<file path="config.mk">
export PLATFORM = sky130hd
export DESIGN_NAME = perf_snapshot_streamer_flat
export DESIGN_NICKNAME = d
export VERILOG_FILES = /design/src/rtl/perf_stream_if.sv /design/src/rtl/perf_snapshot_streamer.sv /design/src/flat_wrapper.sv
export SDC_FILE = /design/constraint.sdc
export NUM_CORES = 1
export LEC_CHECK = 0
export BUFFER_PORTS_ARGS = -buffer_cell sky130_fd_sc_hd__buf_2
export CAP_MARGIN = 20
export CORE_MARGIN = 5
export CORE_UTILIZATION = 60
export DETAILED_ROUTE_END_ITERATION = 10
export PLACE_DENSITY = 0.83
export SKIP_LAST_GASP = 1
export SYNTH_ARGS = -nofsm -noshare
export SYNTH_HDL_FRONTEND = slang
export SYNTH_SLANG_ARGS = --single-unit
</file>
<file path="constraint.sdc">
create_clock -name clk -period 12.8 [get_ports clk]
set_clock_uncertainty 0.05 [all_clocks]
set_input_delay 0.64 -clock clk [delete_from_list [all_inputs] [get_ports clk]]
set_output_delay 0.64 -clock clk [all_outputs]
set_load 0.05 [all_outputs]
</file>
<file path="src/rtl/perf_stream_if.sv">
// Word stream toward the debug/host link: valid/ready handshake with a frame-end marker.
`timescale 1ns/1ps
interface perf_stream_if #(
    parameter int OUT_WIDTH = 8
) ();
    logic                 out_valid;
    logic [OUT_WIDTH-1:0] out_data;
    logic                 out_last;
    logic                 out_ready;

    modport master (
        output out_valid,
        output out_data,
        output out_last,
        input  out_ready
    );

    modport slave (
        input  out_valid,
        input  out_data,
        input  out_last,
        output out_ready
    );
endinterface

</file>
<file path="src/rtl/perf_snapshot_streamer.sv">
// Captures the four cache performance counters coherently on request and streams
// them as one framed word sequence: header 0xA5, then hit/miss/read/write MS chunk first.
`timescale 1ns/1ps
module perf_snapshot_streamer #(
    parameter int COUNTER_WIDTHS = 32,
    parameter int OUT_WIDTH      = 8
) (
    input  logic                      clk,
    input  logic                      reset,
    input  logic [COUNTER_WIDTHS-1:0] hit_value,
    input  logic [COUNTER_WIDTHS-1:0] miss_value,
    input  logic [COUNTER_WIDTHS-1:0] read_value,
    input  logic [COUNTER_WIDTHS-1:0] write_value,
    input  logic                      snapshot_req,
    perf_stream_if.master             stream,
    output logic                      busy,
    output logic                      snapshot_dropped
);
    localparam int CHUNKS    = COUNTER_WIDTHS / OUT_WIDTH;
    localparam int FRAME_LEN = 1 + 4 * CHUNKS;
    localparam int SHADOW_W  = 4 * COUNTER_WIDTHS;
    localparam int IDX_W     = $clog2(FRAME_LEN);
    localparam logic [IDX_W-1:0]     LAST_IDX    = IDX_W'(FRAME_LEN - 1);
    localparam logic [OUT_WIDTH-1:0] HEADER_WORD = OUT_WIDTH'(8'hA5);

    generate
        if (OUT_WIDTH < 8 || (COUNTER_WIDTHS % OUT_WIDTH) != 0) begin : g_bad_params
            $error("perf_snapshot_streamer: OUT_WIDTH must be >= 8 and divide COUNTER_WIDTHS");
        end
    endgenerate

    typedef enum logic [1:0] {
        ST_IDLE   = 2'd0,
        ST_HEADER = 2'd1,
        ST_DATA   = 2'd2
    } state_t;

    state_t                 state_r,  state_nx_s;
    logic [IDX_W-1:0]       idx_r,    idx_nx_s;
    logic [SHADOW_W-1:0]    shadow_r, shadow_nx_s;
    logic                   out_valid_r, out_valid_nx_s;
    logic [OUT_WIDTH-1:0]   out_data_r,  out_data_nx_s;
    logic                   out_last_r,  out_last_nx_s;
    logic                   busy_r,      busy_nx_s;
    logic                   dropped_r,   dropped_nx_s;
    logic                   handshake_s;

    // Word 0 is the header; word k>=1 is chunk k-1 of the flattened shadow, hit at the top.
    function automatic logic [OUT_WIDTH-1:0] select_word(
        input logic [IDX_W-1:0]    idx,
        input logic [SHADOW_W-1:0] flat
    );
        logic [OUT_WIDTH-1:0] word;
        word = HEADER_WORD;
        for (int k = 0; k < 4 * CHUNKS; k++) begin
            word = (idx == IDX_W'(k + 1)) ? flat[SHADOW_W - 1 - k * OUT_WIDTH -: OUT_WIDTH] : word;
        end
        return word;
    endfunction

    assign handshake_s = out_valid_r & stream.out_ready;

    // Next-state, capture and next registered outputs; outputs are computed from the
    // post-edge state so they are all plain flops.
    always_comb begin
        state_nx_s  = state_r;
        idx_nx_s    = idx_r;
        shadow_nx_s = shadow_r;
        case (state_r)
            ST_IDLE: begin
                if (snapshot_req) begin
                    state_nx_s  = ST_HEADER;
                    idx_nx_s    = {IDX_W{1'b0}};
                    shadow_nx_s = {hit_value, miss_value, read_value, write_value};
                end else begin
                    state_nx_s  = ST_IDLE;
                end
            end
            ST_HEADER: begin
                if (handshake_s) begin
                    state_nx_s = ST_DATA;
                    idx_nx_s   = IDX_W'(1);
                end else begin
                    state_nx_s = ST_HEADER;
                end
            end
            ST_DATA: begin
                if (handshake_s) begin
                    if (idx_r == LAST_IDX) begin
                        state_nx_s = ST_IDLE;
                        idx_nx_s   = {IDX_W{1'b0}};
                    end else begin
                        idx_nx_s   = idx_r + IDX_W'(1);
                    end
                end else begin
                    state_nx_s = ST_DATA;
                end
            end
            default: begin
                state_nx_s = ST_IDLE;
                idx_nx_s   = {IDX_W{1'b0}};
            end
        endcase

        out_valid_nx_s = (state_nx_s != ST_IDLE);
        busy_nx_s      = out_valid_nx_s;
        out_data_nx_s  = out_valid_nx_s ? select_word(idx_nx_s, shadow_nx_s) : {OUT_WIDTH{1'b0}};
        out_last_nx_s  = out_valid_nx_s && (idx_nx_s == LAST_IDX);
        // The last-word handshake cycle is still non-idle, so a request there is dropped too.
        dropped_nx_s   = snapshot_req && (state_r != ST_IDLE);
    end

    // State, shadow and output registers; reset abandons any frame in flight.
    always_ff @(posedge clk or posedge reset) begin
        if (reset) begin
            state_r     <= ST_IDLE;
            idx_r       <= {IDX_W{1'b0}};
            shadow_r    <= {SHADOW_W{1'b0}};
            out_valid_r <= 1'b0;
            out_data_r  <= {OUT_WIDTH{1'b0}};
            out_last_r  <= 1'b0;
            busy_r      <= 1'b0;
            dropped_r   <= 1'b0;
        end else begin
            state_r     <= state_nx_s;
            idx_r       <= idx_nx_s;
            shadow_r    <= shadow_nx_s;
            out_valid_r <= out_valid_nx_s;
            out_data_r  <= out_data_nx_s;
            out_last_r  <= out_last_nx_s;
            busy_r      <= busy_nx_s;
            dropped_r   <= dropped_nx_s;
        end
    end

    assign stream.out_valid = out_valid_r;
    assign stream.out_data  = out_data_r;
    assign stream.out_last  = out_last_r;
    assign busy             = busy_r;
    assign snapshot_dropped = dropped_r;
endmodule

</file>
<file path="src/flat_wrapper.sv">
// flat-port wrapper written by rule: the top's interface ports become plain ports
module perf_snapshot_streamer_flat 
#(
    parameter int COUNTER_WIDTHS = 32,
    parameter int OUT_WIDTH      = 8
)
  (clk, reset, hit_value, miss_value, read_value, write_value, snapshot_req, busy, snapshot_dropped, stream_out_valid, stream_out_data, stream_out_last, stream_out_ready);
  perf_stream_if #(.OUT_WIDTH(OUT_WIDTH)) stream_i ();
  input  logic clk;
  input  logic reset;
  input  logic [COUNTER_WIDTHS-1:0] hit_value;
  input  logic [COUNTER_WIDTHS-1:0] miss_value;
  input  logic [COUNTER_WIDTHS-1:0] read_value;
  input  logic [COUNTER_WIDTHS-1:0] write_value;
  input  logic snapshot_req;
  output logic busy;
  output logic snapshot_dropped;
  output wire logic [$bits(stream_i.out_valid)-1:0] stream_out_valid;
  output wire logic [$bits(stream_i.out_data)-1:0] stream_out_data;
  output wire logic [$bits(stream_i.out_last)-1:0] stream_out_last;
  input wire logic [$bits(stream_i.out_ready)-1:0] stream_out_ready;
  assign stream_out_valid = stream_i.out_valid;
  assign stream_out_data = stream_i.out_data;
  assign stream_out_last = stream_i.out_last;
  assign stream_i.out_ready = stream_out_ready;
  perf_snapshot_streamer #(.COUNTER_WIDTHS(COUNTER_WIDTHS), .OUT_WIDTH(OUT_WIDTH)) u_core (.clk(clk), .reset(reset), .hit_value(hit_value), .miss_value(miss_value), .read_value(read_value), .write_value(write_value), .snapshot_req(snapshot_req), .stream(stream_i), .busy(busy), .snapshot_dropped(snapshot_dropped));
endmodule
</file>
## Word-level counts from Yosys, hierarchy flattened

Cells that the tools add are included.

- Flip-flop bits (word level): 146
- Output and inout port bits: 12
- Bits of input ports: 132

- Reduce and logical (&&, ||, !) cells: 5
- Equal/unequal tests: 19
- Muxes and demuxes: 29
- Bitwise gates (word level): 1
- $add $sub $neg: 1

Operators with widths:

| operator | number |
|---|---|
| two-way mux 128 bit | 2 |
| two-way mux 8 bit | 17 |
| == test 5 x 4 -> 1 bit, second input constant | 8 |
| == test 5 x 3 -> 1 bit, second input constant | 4 |
| two-way mux 5 bit | 4 |
| one-hot mux 5 bit (3 select lines) | 1 |
| == test 5 x 2 -> 1 bit, second input constant | 2 |
| == test 5 bit, second input constant | 2 |
| two-way mux 2 bit | 3 |
| one-hot mux 2 bit (3 select lines) | 1 |
| adder 5 x 1 -> 5 bit, second input constant | 1 |
| == test 5 x 1 -> 1 bit, second input constant | 1 |
| nonzero test 2 bit | 2 |
| == test 2 x 1 -> 1 bit, second input constant | 1 |
| == test 2 bit, second input constant | 1 |
| logical AND 1 bit | 2 |
| zero test 2 bit | 1 |
| AND 1 bit | 1 |
| two-way mux 1 bit | 1 |

## Logic depth before layout (Yosys ltp)

Gate-level depths: netlist (run 1).

- Depth after elaboration: 22
- Depth in mapped cells: 14

## Worst setup path after synthesis (run 1)

Ideal clock, no wire load.

- Path kind: flip-flop to flip-flop
- Start point: register u_core.out_valid_r, in the netlist u_core.stream.out_valid
- End point: register u_core.out_data_r[0], in the netlist u_core.stream.out_data[0]
- Stages on the path, launching flop included: 10
- Setup time: 123 ps
- Buffers on the path: 1
- Data required time: 12,627 ps
- Path slack: 10,046 ps
- Arrival time: 2,581 ps
- Period minus slack after synthesis: 2,754 ps
- Cells stage by stage: dfrtp_1 -> nand2_2 -> or4_1 -> o211a_2 -> and2_1 -> buf_6 -> nor3_2 -> a311oi_1 -> o32a_1 -> o221a_1

- Longest elaborated chain between the ends: 21
- Elaborated cells between the ends (all ways): 41
- Classes of those cells: 16 x eq/ne; 23 x mux; 1 x bitwise; 1 x reduce/logical

RTL lines:

| what | line | source |
|---|---|---|
| start: declaration | perf_snapshot_streamer.sv:41 | `logic out_valid_r, out_valid_nx_s;` |
| start signal: assignment | perf_snapshot_streamer.sv:128 | `out_valid_r <= out_valid_nx_s;` |
| AND 1 bit (*) | perf_snapshot_streamer.sv:61 | `assign handshake_s = out_valid_r & stream.out_ready;` |
| two-way mux 5 bit (on tied branches) | perf_snapshot_streamer.sv:88, perf_snapshot_streamer.sv:80 |  |
| one-hot mux 5 bit (3 select lines) | perf_snapshot_streamer.sv:69 | `case (state_r)` |
| == test 5 x 1 -> 1 bit | perf_snapshot_streamer.sv:56 | `word = (idx == IDX_W'(k + 1)) ? flat[SHADOW_W - 1 - k * OUT_WIDTH -: OUT_WIDTH] : word;` |
| two-way mux 8 bit (16 in series) | perf_snapshot_streamer.sv:56 |  |
| two-way mux 8 bit (*) | perf_snapshot_streamer.sv:107 | `out_data_nx_s = out_valid_nx_s ? select_word(idx_nx_s, shadow_nx_s) : {OUT_WIDTH{1'b0}};` |
| via u_core.out_data_nx_s[0] | perf_snapshot_streamer.sv:42 | `logic [OUT_WIDTH-1:0] out_data_r, out_data_nx_s;` |
| end signal: assignment | perf_snapshot_streamer.sv:120 | `out_data_r <= {OUT_WIDTH{1'b0}};` |
| end signal: assignment | perf_snapshot_streamer.sv:129 | `out_data_r <= out_data_nx_s;` |
| end: declaration | perf_snapshot_streamer.sv:42 |  |

Mark *: on every way through the listed nets, which the timed path passes. The rest lies on a longest branch.

## Worst setup path in the final report (run 1)

- Start point: register u_core.idx_r[0]
- End point: register u_core.out_data_r[5], in the netlist u_core.stream.out_data[5]

- Longest elaborated chain between the ends: 22
- Elaborated cells between the ends (all ways): 44
- Classes of those cells: 1 x add/sub; 17 x eq/ne; 25 x mux; 1 x reduce/logical

RTL lines:

| what | line | source |
|---|---|---|
| start: declaration | perf_snapshot_streamer.sv:39 | `logic [IDX_W-1:0] idx_r, idx_nx_s;` |
| start signal: assignment | perf_snapshot_streamer.sv:117 | `idx_r <= {IDX_W{1'b0}};` |
| start signal: assignment | perf_snapshot_streamer.sv:126 | `idx_r <= idx_nx_s;` |
| adder 5 x 1 -> 5 bit or == test 5 bit (tied branches) | perf_snapshot_streamer.sv:93, perf_snapshot_streamer.sv:89 |  |
| two-way mux 5 bit | perf_snapshot_streamer.sv:89 | `if (idx_r == LAST_IDX) begin` |
| two-way mux 5 bit | perf_snapshot_streamer.sv:88 | `if (handshake_s) begin` |
| one-hot mux 5 bit (3 select lines) | perf_snapshot_streamer.sv:69 |  |
| == test 5 x 1 -> 1 bit | perf_snapshot_streamer.sv:56 |  |
| two-way mux 8 bit (16 in series) | perf_snapshot_streamer.sv:56 |  |
| two-way mux 8 bit (*) | perf_snapshot_streamer.sv:107 |  |
| via u_core.out_data_nx_s[5] | perf_snapshot_streamer.sv:42 |  |

Marks and branches as above.

==> run metrics, run 1 <==
PwrDens=249 nW/um^2; Max Fclk=0.247 GHz; TritonRoute pass-1 iters=5; dominant cell type by area after synthesis=dfrtp_1; Tot Pwr=2.12 mW; initial antenna violation count=0; cell with the most instances after synthesis=dfrtp_1; Slew @ Worst Pin=0.958 ns; ys async rst share=1.00; Slew Viols, Final=0; R2R setup slack=8.74 ns; final hold vios=0; crit end category=flop; core area=11,900 sq um; area grow syn2layout=18.1%; Core Rows=40; Levels on crit path=12; Worst Setup SP=u_core.idx_r[0]; delay-heaviest family, CP=simple AND/OR/NAND/NOR gates; diode count=0; Post-synth EDFFs=0; # nets final=860; H-Tree Depth=4; Area contributors post-synth=dfrtp_1 (51%), mux2_2 (19%), mux2i_1 (3.1%); setup violators final=0; # DRC=0; Starting Density=0.605; xor/xnor share of the synthesized area=0.00243; IO buf count=143; first-pass GRT wire length=30,500 microns; detailed router's first-iteration violation count=620; Largest stage delay, worst path=0.62 ns; Post-Syn Area=7200 sq um; Post-Syn Instances=596; Total GRT Usage=0.274; Buf+Inv Stages, Crit Path=3; YS warnings=0; multiplexer area fraction after synthesis=0.224; Clk pin slew, worst setup/hold paths=0.06 ns; largest family of logic cells by synthesized area=multiplexers; Die H=120 microns; pin count of the biggest net entering global routing=82; worst hold path class=primary input to async pin; Hold-fix buffers, CTS=0; synth cell count leaders=dfrtp_1 (146), mux2_2 (122), nand2_1 (29); Synthesized Nets=730; CTS max path bufs=2; number of CTS-inserted buffers=17; CP required=13.11 ns; crit-path max FO=34; top cell type's share of synthesized area=0.507; Leak=3.77 nW; final core utilization=0.714; Top FF cell, synth=dfrtp_1; die area=14,300 sq um; Synth Area in Compound Gates=0.124; Synth Register Bits=146; vias per cell=6.44; routed len/inst=22.1 microns; via count of the first global-routing pass=5,875; RSZ-0062 raised after global routing=false; ratio of final minimum period to clock period=0.317; Post-CTS Setup Inserts=0; Worst Setup EP=u_core.stream.out_data[5]; vias=5,707; TritonCTS Sinks=146; status=completed; FF-to-FF path depth=12; sequential-to-total area share from yosys stat=0.507; I/O pins=144; crit path max-delay cell type=clkinv_2; critical-path cell list=inv_1 -> ha_1 -> nand4bb_1 -> nand4_1 -> and2_1 -> buf_4 -> clkinv_2 -> nand2_1 -> o221ai_1 -> o211ai_1 -> and3_1 -> o221a_1; share of layout cells above drive strength 1=0.428; overflow left after global routing=0; worst-case vdd ir drop=0.000190 V; wirelength, routed=19,500 microns; worst r2r src=u_core.idx_r[0]; CTS tree=built; clk_lat worst skew=0.42 ns; Synth Area per Inst=12.1 sq um; Worst R2R End=u_core.stream.out_data[5]; Slew HR=0.361; startpoint types=flop; Distinct cells, synth=74; Setup TNS Final=0 ns; gpl congestion=0.912; reported max-cap violation count=0; die width=120 microns; CTS resizes=0; Root Driver=clkbuf_16; Post-Synth Adder-Cell Area=0.00347; minimum clock period after layout=4.06 ns; DPL Wire Length=13,300 microns; post-route ant nets=0; Synth Area in Simple Gates=0.0959; critical path type=flop to flop; Worst Path Arrival=4.36 ns; Fill cells=853
metal layers:
metal  global-route usage  wire, microns  vias to the layer above
met2                0.444           9580                      313
met4                0.122            753                        0
met1                0.351           7580                     2849
met3               0.0683           1640                       61
li1                     -              -                     2484
met5                    0              0                        -
cells by family (layout without fill, tap and decap cells):
kind of cell,count (synthesis),count (layout)
buf+inv,55,198
fa+ha+maj,2,2
xor+xnor,2,2
flops,146,146
mux,146,146
compound gates,124,124
simple gates,121,121
worst min path at each step:
stage                                 to  cells past startpoint  slack, ns                start
floorplan            u_core.shadow_r[90]                      2       0.40  u_core.shadow_r[90]
global placement     u_core.shadow_r[90]                      2       0.42  u_core.shadow_r[90]
detailed placement   u_core.shadow_r[90]                      2       0.43  u_core.shadow_r[90]
CTS                 u_core.shadow_r[110]                      2       0.27                reset
global route        u_core.shadow_r[123]                      2       0.31                reset
finish              u_core.shadow_r[110]                      2       0.25                reset
flip-flops by register name, indices dropped and copies added (netlist names):
register                 cells
u_core.state_r               2
u_core.stream.out_valid      1
u_core.snapshot_dropped      1
u_core.shadow_r            128
u_core.stream.out_data       8
u_core.stream.out_last       1
u_core.idx_r                 5
cell type report:
| cell class | count | area, sq um | share of cell area |
|---|---|---|---|
| Clock inverter | 5 | 75.1 | 0.00882 |
| Timing Repair Buffer | 149 | 781 | 0.0918 |
| Inverter | 17 | 70.1 | 0.00824 |
| Tap cell | 147 | 184 | 0.0216 |
| Multi-Input combinational cell | 395 | 3250 | 0.382 |
| Clock buffer | 27 | 493 | 0.0579 |
| Sequential cell | 146 | 3650 | 0.429 |
stage by stage:
stage                     worst slack, ns  hold WS (ns)  std cells  area [sq um]
after floorplan                      8.19         0.396        596          7200
after detailed placement             8.78         0.425        853          7910
final                                8.74         0.251        886          8510
after global placement               8.84         0.419        853          7910
after CTS                            8.86         0.275        885          8480
after global routing                 8.60         0.309        886          8510
power by group:
group / total, mW / internal [mW] / switching, mW
registers: 0.766 / 0.685 / 0.0802
logic: 0.873 / 0.375 / 0.498
clock network: 0.483 / 0.302 / 0.181
total: 2.12 / 1.36 / 0.760
layout by cell type, fill, tap and decap left out, types with 5 or more instances in the layout:
master,Yosys,final
a211oi_1,7,7
a21oi_1,18,18
a22oi_1,7,7
a31oi_1,7,7
buf_2,16,143
buf_4,13,5
clkbuf_1,5,7
clkbuf_16,0,17
dfrtp_1,146,146
inv_1,13,12
mux2_2,122,122
mux2i_1,22,22
nand2_1,29,29
nand2b_1,6,6
nand3_1,13,13
nand4_1,5,5
nor2_1,18,18
nor3_1,9,9
nor4_1,5,5
o211ai_1,8,8
o21ai_0,10,10
o21ai_1,9,9
o221ai_1,6,6
o22ai_1,7,7
or4_1,5,5
(Power assumes the default switching activity.)
==> inputs of run 2 (changes only) <==
CORE_UTILIZATION = 50   (was 60)
PLACE_DENSITY = 0.73   (was 0.83)
clock period = 3.7 ns   (was 12.8 ns; I/O delays follow)
==> run 2 against run 1 <==
Clock power grew to 3.6 times the previous value. Clock-buffer cell count shrank 9. Combinational power grew to 3.8 times the previous value. Non-clock buffer count grew 124. Critical path depth shrank 1. Via count grew 4.7%. Design area grew 15%. Die area grew 18%. Sequential power grew to 3.5 times the previous value. Utilization shrank 1.2 points. Highest routed layer unchanged.
==> run metrics, run 2 (synthesis gave the netlist of run 1 again) <==
diode count=0 (unchanged); Fill cells=969 (was 853); R2R setup slack=0.35 ns (was 8.74 ns); minimum clock period after layout=3.35 ns (was 4.06 ns); CTS tree=built (unchanged); critical-path cell list=inv_1 -> ha_1 -> and3b_1 -> nor4_1 -> a21oi_4 -> inv_2 -> nor2_1 -> a21oi_1 -> o31ai_1 -> nor4_1 -> o22ai_1 (was inv_1 -> ha_1 -> nand4bb_1 -> nand4_1 -> and2_1 -> buf_4 -> clkinv_2 -> nand2_1 -> o221ai_1 -> o211ai_1 -> and3_1 -> o221a_1); routed len/inst=21.3 microns (was 22.1 microns); die width=130 microns (was 120 microns); Leak=4.30 nW (was 3.77 nW); Buf+Inv Stages, Crit Path=2 (was 3); clk_lat worst skew=0.43 ns (was 0.42 ns); most common cell after layout, fill and taps aside=dfrtp_1 (unchanged); CP required=3.93 ns (was 13.11 ns); Post-CTS Setup Inserts=0 (unchanged); area grow syn2layout=36.3% (was 18.1%); most frequent cells in the layout=dfrtp_1 (146), buf_2 (143), mux2_2 (122) (unchanged); switching pwr=2.82 mW (was 0.760 mW); worst-case vdd ir drop=0.000442 V (was 0.000190 V); TritonCTS Sinks=146 (unchanged); number of CTS-inserted buffers=17 (unchanged); Slew @ Worst Pin=0.751 ns (was 0.958 ns); crit end category=flop (unchanged); startpoint types=flop (unchanged); post-route ant nets=0 (unchanged); max reg flops=128 (unchanged); IO buf count=143 (unchanged); # nets final=984 (was 860); RSZ-0062 raised after global routing=false (unchanged); initial antenna violation count=0 (unchanged); Root Driver=clkbuf_16 (unchanged); Setup TNS Final=0 ns (unchanged); core area=14,000 sq um (was 11,900 sq um); TritonRoute pass-1 iters=5 (unchanged); H-Tree Depth=4 (unchanged); final hold vios=0 (unchanged); Slew Viols, Final=0 (unchanged); final worst slack=0.352 ns (was 8.74 ns); vias per cell=5.73 (was 6.44); DPL Wire Length=14,300 microns (was 13,300 microns); Comb power frac=0.427 (was 0.411); overflow left after global routing=0 (unchanged); gpl congestion=0.932 (was 0.912); Int Power=4.88 mW (was 1.36 mW); I/O pins=144 (unchanged); pin count of the biggest net entering global routing=147 (was 82); worst hold path class=primary input to flop (was primary input to async pin); Net Sw Frac=0.366 (was 0.358); crit-path max FO=26 (was 34); share of layout cells above drive strength 1=0.382 (was 0.428); Most common cell on crit path=nor4_1; detailed router's first-iteration violation count=453 (was 620); CTS resizes=0 (unchanged); Clock power frac=0.228 (about the same); CTS max path bufs=2 (unchanged); # DRC=0 (unchanged); wirelength, routed=22,200 microns (was 19,500 microns); Largest stage delay, worst path=0.48 ns (was 0.62 ns); first-pass GRT wire length=34,700 microns (was 30,500 microns); crit path max-delay cell type=dfrtp_1 (was clkinv_2); sequential power share=0.344 (was 0.361); setup violators final=0 (unchanged); Die H=130 microns (was 120 microns); Max Fclk=0.299 GHz (was 0.247 GHz); Total GRT Usage=0.271 (was 0.274); Clk pin slew, worst setup/hold paths=0.06 ns (about the same); Starting Density=0.515 (was 0.605); vias=5,973 (was 5,707); dpl ws=0.384 ns (was 8.78 ns); status=completed (unchanged); Biggest register=u_core.shadow_r (unchanged); Worst Path Arrival=3.58 ns (was 4.36 ns); Hold-fix buffers, CTS=117 (was 0); critical path type=flop to flop (unchanged); Core Rows=43 (was 40); delay-heaviest family, CP=simple AND/OR/NAND/NOR gates (unchanged); ratio of final minimum period to clock period=0.905 (was 0.317); via count of the first global-routing pass=6,453 (was 5,875); Slew HR=0.495 (was 0.361); reported max-cap violation count=0 (unchanged); die area=16,900 sq um (was 14,300 sq um); PwrDens=784 nW/um^2 (was 249 nW/um^2)
run 2: metal layers:
layer	track usage	share of wire	vias to the layer above
met5	0	0	-
met4	0.110	0.029	0
met3	0.0540	0.061	53
met2	0.459	0.50	254
met1	0.341	0.41	2931
li1	-	-	2735
run 2: final cells by class:
type	count	area (sq um)	area share
Clock buffer	18	439	0.0447
Clock inverter	14	163	0.0166
Inverter	17	68.8	0.00701
Multi-Input combinational cell	395	3250	0.331
Sequential cell	146	3650	0.372
Tap cell	180	225	0.0229
Timing Repair Buffer	273	2020	0.206
run 2: worst paths after layout:
path,depth (start not counted),startpoint,end
min in group asynchronous,4,reset,u_core.shadow_r[54]
max in group asynchronous,4,reset,u_core.shadow_r[39]
max reg2reg,11,u_core.idx_r[0],u_core.stream.out_data[2]
min,2,write_value[28],u_core.shadow_r[28]
min reg2reg,1,u_core.shadow_r[30],u_core.shadow_r[30]
max,11,u_core.idx_r[0],u_core.stream.out_data[2]
run 2: power by group through the flow:
stage,Combinational [mW],Clock [mW],Sequential (mW)
2_1_floorplan,2.24,0,2.68
3_3_place_gp,3.10,0,2.62
3_5_place_dp,3.13,0,2.67
4_1_cts,3.25,1.77,2.64
5_1_grt,3.51,1.84,2.73
6_report,3.29,1.76,2.65
run 2: per-stage QoR:
stage / instances / util / power [mW] / instance area, sq um / hold WS (ns)
after floorplan: 596 / - / 4.92 / 7210 / 0.257
after global placement: 894 / 0.575 / 5.72 / 8050 / 0.391
after detailed placement: 894 / 0.575 / 5.79 / 8050 / 0.392
after CTS: 1043 / 0.702 / 7.66 / 9820 / 0.000365
after global routing: 1043 / 0.702 / 8.08 / 9820 / 0.00308
final: 1043 / 0.702 / 7.70 / 9820 / 0.00900
==> inputs of run 3 (changes only) <==
RECOVER_POWER = 50   (was unset)
==> run 3 against run 2 <==
Hold slack gained 0.0023 ns. Total power down 0.21%. Clock-buffer cell count is the same. Clock power is essentially flat. Highest routed layer unchanged. Largest power group unchanged. The run now ends with capacitance limit, slew limit left. Die area unchanged. Combinational power hardly changed.
==> run metrics, run 3 (synthesis gave the netlist of run 1 again) <==
TritonRoute pass-1 iters=5 (unchanged); area grow syn2layout=36.0% (was 36.3%); most frequent cells in the layout=dfrtp_1 (146), buf_2 (136), mux2_2 (122) (was dfrtp_1 (146), buf_2 (143), mux2_2 (122)); Slew @ Worst Pin=1.96 ns (was 0.751 ns); Worst Setup EP=u_core.stream.out_data[2] (unchanged); Setup TNS Final=0 ns (unchanged); final core utilization=0.701 (was 0.702); number of CTS-inserted buffers=17 (unchanged); die width=130 microns (unchanged); Starting Density=0.515 (unchanged); Hold-fix buffers, CTS=117 (unchanged); CP required=3.93 ns (about the same); Clk pin slew, worst setup/hold paths=0.06 ns (about the same); Worst R2R End=u_core.stream.out_data[2] (unchanged); Leak=4.27 nW (was 4.30 nW); Post-CTS Setup Inserts=0 (unchanged); core area=14,000 sq um (unchanged); die area=16,900 sq um (unchanged); critical path type=flop to flop (unchanged); placed cell areas=8050 sq um (unchanged); setup violators final=0 (unchanged); clk_lat worst skew=0.43 ns (about the same); diode count=0 (unchanged); Max Used Layer=met4 (unchanged); most common cell after layout, fill and taps aside=dfrtp_1 (unchanged); Core Rows=43 (unchanged); Worst Setup SP=u_core.idx_r[0] (unchanged); wirelength, routed=22,100 microns (was 22,200 microns); max reg flops=128 (unchanged); post-route ant nets=0 (unchanged); Biggest register=u_core.shadow_r (unchanged); design area=9800 sq um (was 9820 sq um); R2R setup slack=0.33 ns (was 0.35 ns); PwrDens=784 nW/um^2 (about the same); Total GRT Usage=0.271 (unchanged); status=complete, but fails checks (was completed); minimum clock period after layout=3.37 ns (was 3.35 ns); wire length on met2=11,000 microns (was 11,100 microns); failing checks=capacitance limit, slew limit; vias per cell=5.73 (about the same); I/O pins=144 (unchanged); DPL Wire Length=14,300 microns (unchanged); CTS tree=built (unchanged); startpoint types=flop (unchanged); worst-case vdd ir drop=0.000444 V (was 0.000442 V); TritonCTS Sinks=146 (unchanged); CTS resizes=0 (unchanged); via count of the first global-routing pass=6,453 (unchanged); Slew HR=-0.308 (was 0.495); crit end category=flop (unchanged); worst r2r src=u_core.idx_r[0] (unchanged); crit-path max FO=26 (unchanged); share of layout cells above drive strength 1=0.374 (was 0.382); CTS max path bufs=2 (unchanged); overflow left after global routing=0 (unchanged); first-pass GRT wire length=34,700 microns (unchanged); gpl congestion=0.932 (unchanged); worst hold path class=primary input to flop (unchanged); routed len/inst=21.2 microns (was 21.3 microns); RSZ-0062 raised after global routing=false (unchanged); final hold vios=0 (unchanged); Die H=130 microns (unchanged); Worst Path Arrival=3.61 ns (was 3.58 ns); detailed router's first-iteration violation count=452 (was 453); vias=5,972 (was 5,973); Slew Viols, Final=147 (was 0); reported max-cap violation count=1 (was 0); # DRC=0 (unchanged); IO buf count=143 (unchanged); pin count of the biggest net entering global routing=147 (unchanged); Root Driver=clkbuf_16 (unchanged); FF-to-FF path depth=11 (unchanged); initial antenna violation count=0 (unchanged); Max Fclk=0.296 GHz (was 0.299 GHz); # nets final=984 (unchanged); H-Tree Depth=4 (unchanged); metal3 WL=1370 microns (was 1360 microns); ratio of final minimum period to clock period=0.912 (was 0.905); M1 wire length=9020 microns (was 9100 microns)
[run 3: cell count changes in the layout (fill, tap and decap cells not counted), sizes merged]
cell	delta
clkbuf	+8
buf	-8
[run 3: area by class of cell]
class / count / area [sq um]
inverter: 17 / 68.8
timing repair buffer: 273 / 2000
tap: 180 / 225
fill: 975 / 4190
clock inverter: 14 / 163
sequential: 146 / 3650
multi-input combinational: 395 / 3250
clock buffer: 18 / 439
[run 3: stage by stage]
step | power, mW | std cells | worst slack [ns] | hold WS (ns)
after floorplan | 4.92 | 596 | 0.946 | 0.257
after global placement | 5.72 | 894 | 0.403 | 0.391
after detailed placement | 5.79 | 894 | 0.384 | 0.392
after CTS | 7.66 | 1043 | 0.349 | 0.000365
after global routing | 8.08 | 1043 | 0.136 | 0.00308
final | 7.68 | 1043 | 0.326 | 0.0113
[run 3: worst max-delay path: stages (launching register included)]
cell     delay [ns]
dfrtp_1        0.48
inv_1          0.14
ha_1           0.24
and3b_1        0.18
nor4_1         0.43
a21oi_4        0.17
inv_2          0.39
nor2_1         0.20
a21oi_1        0.23
o31ai_1        0.08
nor4_1         0.44
o22ai_1        0.17
[run 3: worst min-delay path by stage]
stage	cells past startpoint	slack [ns]	from	to
after floorplan	1	0.26	snapshot_req	u_core.snapshot_dropped
after global placement	2	0.39	miss_value[21]	u_core.shadow_r[85]
after detailed placement	2	0.39	miss_value[22]	u_core.shadow_r[86]
after CTS	2	0.0004	read_value[9]	u_core.shadow_r[41]
after global routing	2	0.003	write_value[28]	u_core.shadow_r[28]
final	2	0.01	write_value[28]	u_core.shadow_r[28]
[run 3: power by group]
group / internal, mW / switching, mW / total [mW]
Clock: 1.07 / 0.682 / 1.75
Combinational: 1.43 / 1.84 / 3.27
Sequential: 2.37 / 0.282 / 2.65
Total: 4.87 / 2.81 / 7.68
[run 3: metal layers]
metal | global-route usage | up-vias
li1 | - | 2738
met1 | 0.341 | 2933
met2 | 0.459 | 245
met3 | 0.0540 | 56
met4 | 0.110 | 0
met5 | 0 | -
